[config.mk]
export PLATFORM = sky130hd
export DESIGN_NAME = bcd_serial_accumulator
export DESIGN_NICKNAME = d
export VERILOG_FILES = /design/src/rtl/bcd_serial_accumulator.sv
export SDC_FILE = /design/constraint.sdc
export NUM_CORES = 1
export LEC_CHECK = 0
export CORE_MARGIN = 4
export CORE_UTILIZATION = 48
export CTS_BUF_LIST = sky130_fd_sc_hd__clkbuf_8
export DETAILED_ROUTE_END_ITERATION = 7
export PLACE_DENSITY = 0.91
export SLEW_MARGIN = 15
export SYNTH_ARGS = -nofsm -noshare
export SYNTH_HDL_FRONTEND = slang
export SYNTH_SLANG_ARGS = --single-unit
[constraint.sdc]
create_clock -name clk -period 3.45 [get_ports clk]
set_input_delay 0.345 -clock clk [delete_from_list [all_inputs] [get_ports clk]]
set_output_delay 0.345 -clock clk [all_outputs]
set_load 0.01 [all_outputs]
[src/rtl/bcd_serial_accumulator.sv]
// Digit-serial packed-BCD adder: one decimal digit per clock, LSD first,
// with the decimal carry held in a flop between digits.
module bcd_serial_accumulator #(
  parameter int DIGITS = 4
) (
  input  logic                clk,
  input  logic                rst_n,
  input  logic                start,
  input  logic [4*DIGITS-1:0] a,
  input  logic [4*DIGITS-1:0] b,
  input  logic                cin,
  output logic                busy,
  output logic                done,
  output logic [4*DIGITS-1:0] sum,
  output logic                cout,
  output logic                invalid
);

  localparam int W     = 4 * DIGITS;
  localparam int IDX_W = (DIGITS > 1) ? $clog2(DIGITS) : 1;
  localparam logic [IDX_W-1:0] LAST = IDX_W'(DIGITS - 1);

  typedef enum logic [1:0] {IDLE, ADD, DONE} state_t;

  state_t           state_q, state_d;
  logic [IDX_W-1:0] idx_q, idx_d;
  logic             carry_q, carry_d;
  logic [W-1:0]     a_q, a_d, b_q, b_d, sum_q, sum_d;
  logic             cout_q, cout_d, inv_q, inv_d;

  logic [3:0] a_dig, b_dig;
  logic [4:0] dig_res;

  // Returns {carry, digit}; out-of-range nibbles go through the same rule.
  function automatic logic [4:0] bcd_digit_add(input logic [3:0] x,
                                               input logic [3:0] y,
                                               input logic       c);
    logic [4:0] s;
    s = {1'b0, x} + {1'b0, y} + {4'b0, c};
    if (s > 5'd9) begin
      s = s + 5'd6;
      return {1'b1, s[3:0]};
    end
    return {1'b0, s[3:0]};
  endfunction

  always_comb begin
    a_dig = '0;
    b_dig = '0;
    for (int i = 0; i < DIGITS; i++) begin
      if (idx_q == IDX_W'(i)) begin
        a_dig = a_q[4*i +: 4];
        b_dig = b_q[4*i +: 4];
      end
    end
    dig_res = bcd_digit_add(a_dig, b_dig, carry_q);
  end

  always_comb begin
    state_d = state_q;
    idx_d   = idx_q;
    carry_d = carry_q;
    a_d     = a_q;
    b_d     = b_q;
    sum_d   = sum_q;
    cout_d  = cout_q;
    inv_d   = inv_q;
    case (state_q)
      IDLE: begin
        if (start) begin
          a_d     = a;
          b_d     = b;
          carry_d = cin;
          idx_d   = '0;
          inv_d   = 1'b0;
          state_d = ADD;
        end
      end
      ADD: begin
        for (int i = 0; i < DIGITS; i++) begin
          if (idx_q == IDX_W'(i)) sum_d[4*i +: 4] = dig_res[3:0];
        end
        carry_d = dig_res[4];
        inv_d   = inv_q | (a_dig > 4'd9) | (b_dig > 4'd9);
        if (idx_q == LAST) begin
          cout_d  = dig_res[4];
          state_d = DONE;
        end else begin
          idx_d = idx_q + 1'b1;
        end
      end
      DONE:    state_d = IDLE;
      default: state_d = IDLE;
    endcase
  end

  always_ff @(posedge clk or negedge rst_n) begin
    if (!rst_n) begin
      state_q <= IDLE;
      idx_q   <= '0;
      carry_q <= 1'b0;
      a_q     <= '0;
      b_q     <= '0;
      sum_q   <= '0;
      cout_q  <= 1'b0;
      inv_q   <= 1'b0;
    end else begin
      state_q <= state_d;
      idx_q   <= idx_d;
      carry_q <= carry_d;
      a_q     <= a_d;
      b_q     <= b_d;
      sum_q   <= sum_d;
      cout_q  <= cout_d;
      inv_q   <= inv_d;
    end
  end

  assign busy    = (state_q == ADD);
  assign done    = (state_q == DONE);
  assign sum     = sum_q;
  assign cout    = cout_q;
  assign invalid = inv_q;

endmodule

==> metrics.md, run 1 <==
| Metric | Value |
|---|---|
| Status | finished, violations left |
| Failing checks | negative setup slack |
| Synth Cell Area | about 2700 sq um |
| Initial Util | roughly 50% |
| Wire per inst | 16.86 um |
| Initial antenna violation count | 0 |
| Die ar. | approximately 6800 sq um |
| Synth cell types | 39 |
| Fmax | approximately 280 MHz |
| Ant diodes | 0 |
| Drt drc | 0 |
| CTS Buf Count | 5 |
| Period Utilization, post-route | 102.6% |
| EDFF count, synth | 0 |
| Yosys reg bits | 55 |
| Nets | ~360 |
| Detailed Place HPWL | around 4300 um |
| Die X | just over 80 um |
| Met3 usage | approximately 3.7% |
| Die extent in y | between 80 and 90 um |
| Layout cells sized above 1 | between 20% and 30% |
| Tightest Hold Check Type | in2async |
| Largest net degree at the start of global routing | 37 |
| Flop2flop setup slack | -0.09 ns |
| CTS tree | done |
| Longest Clk Path Bufs | 2 |
| Clock Root Buffer | clkbuf_8 |
| RSZ-0062 raised after global routing | yes |
| CP arrival | between 3 and 4 ns |
| Slew headroom | between 50% and 60% |
| Setup violations, final | 4 |
| Setup CP Type | reg2reg |
| Drt first pass iters | 4 |
| Total track usage | 18.81% |
| Worst-Margin Slew | between 0.6 and 0.7 ns |
| Met1 usage | between 20% and 30% |
| CTS Sinks | 55 |
| DRT antenna net count | 0 |
| Clk slew on worst S/H paths | ~0.090 ns |
| Critical Path Start Type | flip-flop |
| Final Hold Vio Count | 0 |
| First-pass GRT wire length | 9701 um |
| Fill count | 367 |
| Cells after DPL | between 300 and 400 |
| Crit end category | flip-flop |
| Area added between synthesis and finish | 35.96% |
| Commonest non-fill, non-tap cells in the layout | 54 x dfrtp_1, 54 x clkdlybuf4s50_1, 35 x nand2_1, 28 x mux2_2, 17 x o21ai_0 |
| Syn Nets | approximately 290 |
| Sequential area share after synthesis | a little over 50% |
| Core Rows | 26 |
| Cells after synthesis | ~240 |
| Drt total wl | around 6400 um |
| Max-cap violations | 0 |
| Initial detailed-routing violation count | 77 |
| DR vias | roughly 2.1k |
| Total Neg Setup Slack | -0.2852 ns |
| Tmin final | between 3 and 4 ns |
| WP data required | 3.63 ns |
| Number of top-level pins | 56 |
| Peak fanout along the critical path | 4 |
| Warnings, synthesis | 0 |
| Gr busiest metal | met2 |
| DR vias/cell | between 5 and 6 |
| Post-synth top flop | dfrtp_1 |
| Worst skew pair latency | slightly above 0.3 ns |
| Slew Limit Fails | 0 |
| Core Area | 5238 sq um |
| Layout Skew | between 0.006 and 0.007 ns |
| Via count of the first global-routing pass | between 2k and 2.5k |
| Layout Cells excl Fill | between 300 and 400 |
| H-tree levels | 2 |
| Placer Congestion | 0.8731 |
| Post-Syn Area per Cell | around 11 sq um |
| Grt ovf | 0 |
| Setup ws final | -0.08950 ns |
| Met2 GRT Util | between 30% and 40% |
| Asr flop ratio synth | 100.0% |
| Port Buffers | 55 |
[Yosys cell counts, drive strengths merged (2+ instances only)]
library cell / number / area share (%)
nand2: 35 / 4.9
inv: 15 / 2.1
dfrtp: 55 / 52
nor2b: 8 / 2.2
a221oi: 3 / 0.98
o21ai: 23 / 4.3
clkbuf: 3 / 0.42
o31ai: 5 / 1.6
nor2: 6 / 0.94
a21boi: 2 / 0.56
a22o: 6 / 2.0
xor2: 2 / 0.66
mux2: 29 / 12
a211oi: 2 / 0.56
nand2b: 4 / 0.94
buf: 6 / 1.1
o31a: 2 / 0.66
ha: 8 / 3.8
nor3: 3 / 0.98
a21oi: 11 / 2.1
fa: 2 / 1.5
mux2i: 2 / 0.75
[timing repair]
action	in CTS	in global routing
hold buffers	0	0
setup endpoints to repair	12	12
pin swaps	1	13
gates resized for setup	6	26
buffers inserted	1	6
[worst max-delay path: stages (launching register included)]
cell	delay (ns)
dfrtp_2	0.46
inv_2	0.09
ha_4	0.13
nor2b_4	0.19
a221oi_2	0.09
nor3_2	0.22
a21oi_2	0.07
fa_2	0.41
fa_2	0.40
xor2_2	0.16
ha_2	0.20
a22o_4	0.29
nor3_4	0.23
mux2i_4	0.36
o31ai_1	0.11
[layout make-up]
class                           count  area, sq um  share of cell area (%)
Clock buffer                        5        68.82                   1.897
Timing Repair Buffer               71        678.2                   18.69
Inverter                           15        56.30                   1.552
Clock inverter                      2        33.78                  0.9310
Multi-Input combinational cell    163         1326                   36.55
Sequential cell                    55         1378                   37.97
Tap cell                           70        87.58                   2.414
[routing by layer]
| metal | routed length, um | part of all wire (%) | vias up |
|---|---|---|---|
| li1 | - | - | 976 |
| met3 | 349 | 5.4 | 15 |
| met5 | 0 | 0 | - |
| met2 | 3360 | 52 | 71 |
| met4 | 153 | 2.4 | 0 |
| met1 | 2561 | 40 | 1020 |
[path summary, 6_finish.rpt]
check	to	cells past startpoint	start
worst max-delay path	sum[6]$_DFFE_PN0P_	14	idx_q[0]$_DFFE_PN0P_
worst min-delay path	a_q[5]$_DFFE_PN0P_	1	rst_n
worst max register to register	sum[6]$_DFFE_PN0P_	14	idx_q[0]$_DFFE_PN0P_
worst min register to register	sum[12]$_DFFE_PN0P_	2	sum[12]$_DFFE_PN0P_
max in group asynchronous	a_q[6]$_DFFE_PN0P_	2	rst_n
min in group clk	sum[12]$_DFFE_PN0P_	2	sum[12]$_DFFE_PN0P_
[flip-flops by register name, indices dropped and copies added, names as in the netlist]
| register | cells |
|---|---|
| state_q | 2 |
| sum | 16 |
| idx_q | 2 |
| b_q | 16 |
| invalid | 1 |
| a_q | 16 |
| cout | 1 |
| carry_q | 1 |
[cell families (layout without fill, tap and decap cells)]
logic type	after synthesis	count (layout)	synth area share (%)
flip-flops	55	55	51.57
AO/OA/AOI/OAI	59	59	14.63
AND/OR/NAND/NOR	61	61	11.25
multiplexers	31	31	12.99
buffers and inverters	24	93	3.657
adder cells (fa/ha/maj)	10	10	5.251
XOR/XNOR	2	2	0.6565
[stage by stage]
| step | util [%] | instance area, sq um | setup WS (ns) | hold slack [ns] |
|---|---|---|---|---|
| after CTS | 66.58 | 3487 | 0.03653 | 0.08461 |
| after floorplan | - | 2669 | 0.006620 | 0.04941 |
| after detailed placement | 63.78 | 3341 | -0.1215 | 0.4223 |
| after global routing | 69.28 | 3628 | -0.1868 | 0.1243 |
| final | 69.28 | 3628 | -0.08950 | 0.06301 |
| after global placement | 63.78 | 3341 | 0.02656 | 0.4116 |
Power of run 1 is not shown: default switching activity piles up to over one toggle a cycle in this logic, so the estimate is an artifact.
==> run 2, diff against run 1 <==
- CAP_MARGIN: default -> 20
- CELL_PAD_IN_SITES_DETAIL_PLACEMENT: default -> 0
- CELL_PAD_IN_SITES_GLOBAL_PLACEMENT: default -> 1
- CORE_UTILIZATION: 48 -> 37
- PLACE_DENSITY: 0.91 -> 0.9
==> run 2 against run 1 <==
The run ends with negative hold slack left. Final cell count is 7.1% higher. Global-route usage is 5.2 points lower. Core utilization is 17 points lower. Worst setup slack better by 0.18 ns. First-iteration DRC count is 18% lower. Non-clock buffer count stayed put. Register-to-register slack better by 0.18 ns. Clock-buffer cell count stayed put. Clock skew is 0.011 ns higher. Critical path type unchanged. Largest cell class unchanged.
==> metrics.md, run 2 (same netlist as run 1, synthesis figures left out) <==
| Metric | Value |
|---|---|
| Core Rows | 30 |
| Max-cap violations | 0 |
| Wire per inst | about 14 um |
| Clk slew on worst S/H paths | approximately 0.1 ns |
| Layout cells sized above 1 | between 20% and 30% |
| Area added between synthesis and finish | 36.38% |
| Grt ovf | 0 |
| Longest Clk Path Bufs | 2 |
| DRT antenna net count | 0 |
| Layout Skew | between 0.015 and 0.02 ns |
| Setup CP Type | reg2reg |
| Drt drc | 0 |
| Clock Root Buffer | clkbuf_8 |
| CTS Buf Count | 5 |
| Hold buffer count at CTS | 0 |
| Slew headroom | 62.08% |
| Met3 usage | under 10% |
| Peak fanout along the critical path | 4 |
| First-pass GRT wire length | slightly above 9000 um |
| Failing checks | negative hold slack |
| Tmin final | about 3.4 ns |
| WP data required | 3.65 ns |
| Slew Limit Fails | 0 |
| CTS Sinks | between 50 and 60 |
| Die X | 92.93 um |
| Via count of the first global-routing pass | slightly below 2k |
| Place WS | -0.1137 ns |
| Placed inst area | roughly 3400 sq um |
| Period Utilization, post-route | around 97% |
| Die ar. | 8636 sq um |
| Ant diodes | 0 |
| Placer Congestion | around 0.78 |
| Post-layout util | between 50% and 60% |
| Total track usage | ~14% |
| DR vias/cell | between 4 and 5 |
| Worst skew pair latency | 0.31 ns |
| Crit end category | flip-flop |
| H-tree levels | 2 |
| Nets | roughly 360 |
| Core Area | around 6900 sq um |
| Die extent in y | a little over 90 um |
| Critical Path Start Type | flip-flop |
| Gr busiest metal | met2 |
| Detailed Place HPWL | between 4000 and 5000 um |
| Hold slack | -0.01558 ns |
| Setup violations, final | 0 |
| Status | finished, violations left |
| RSZ-0062 raised after global routing | yes |
| Drt first pass iters | 4 |
| Initial detailed-routing violation count | 63 |
| DR vias | approximately 2.0k |
| Port Buffers | 55 |
| Fmax | 297.6 MHz |
| Commonest non-fill, non-tap cells in the layout | 54 x dfrtp_1, 54 x clkdlybuf4s50_1, 35 x nand2_1, 28 x mux2_2, 18 x o21ai_0 |
| Met1 usage | 18.00% |
| Final Hold Vio Count | 16 |
| Worst-Margin Slew | approximately 0.57 ns |
| Initial antenna violation count | 0 |
| Tightest Hold Check Type | in2async |
| Initial Util | 38.64% |
| Largest net degree at the start of global routing | 37 |
| CTS tree | done |
| Design area | between 3000 and 4000 sq um |
| CP arrival | ~3.6 ns |
| Setup ws final | between 0.09 and 0.1 ns |
| Number of top-level pins | 56 |
| Drt total wl | approximately 5600 um |
| Met2 GRT Util | 21.30% |
==> run 2: through the flow <==
| stage | setup TNS (ns) | instances |
|---|---|---|
| 4_1_cts | 0 | 401 |
| 3_3_place_gp | -0.1894 | 393 |
| 6_report | 0 | 408 |
| 2_1_floorplan | 0 | 242 |
| 5_1_grt | -0.3105 | 408 |
| 3_5_place_dp | -0.9012 | 393 |
==> run 2: cell type report <==
cell class                      count  area [sq um]
Clock inverter                      3         42.54
Inverter                           15         56.30
Clock buffer                        5         68.82
Sequential cell                    55          1378
Fill cell                         652          3267
Multi-Input combinational cell    163          1305
Timing Repair Buffer               71         669.4
Tap cell                           96         120.1
==> run 2: routing by layer <==
| layer | vias up | part of all wire [%] |
|---|---|---|
| met5 | - | 0 |
| li1 | 982 | - |
| met1 | 963 | 45 |
| met2 | 49 | 47 |
| met4 | 0 | 2.2 |
| met3 | 9 | 6.2 |
==> run 2: worst paths after layout <==
kind | from | end | slack [ns] | cells after the start
worst max-delay path | idx_q[0]$_DFFE_PN0P_ | sum[13]$_DFFE_PN0P_ | 0.09 | 14
worst min-delay path | rst_n | carry_q$_DFFE_PN0P_ | -0.02 | 1
worst max register to register | idx_q[0]$_DFFE_PN0P_ | sum[13]$_DFFE_PN0P_ | 0.09 | 14
worst min register to register | sum[3]$_DFFE_PN0P_ | sum[3]$_DFFE_PN0P_ | 0.49 | 2
max in group asynchronous | rst_n | idx_q[0]$_DFFE_PN0P_ | 2.65 | 2
min in group clk | sum[3]$_DFFE_PN0P_ | sum[3]$_DFFE_PN0P_ | 0.49 | 2
==> run 2: worst max-delay path, cell delays in order, from the launching register on <==
cell and delay [ns]:
dfrtp_2 0.46, inv_2 0.10, ha_4 0.13, nor2b_4 0.15, a221oi_2 0.07, nor3_2 0.18
a21oi_2 0.06, fa_2 0.40, fa_2 0.40, xor2_2 0.17, ha_2 0.20, a22o_4 0.29
o311ai_4 0.29, xor2_2 0.25, o21ai_1 0.10
==> run 2: repair_timing <==
action,in CTS,in global routing
endpoints found under the hold margin,0,0
setup buffers,0,7
pin swaps,0,12
gates resized for setup,6,23
setup endpoints to repair,12,14
Power of run 2 is left out for the same reason.
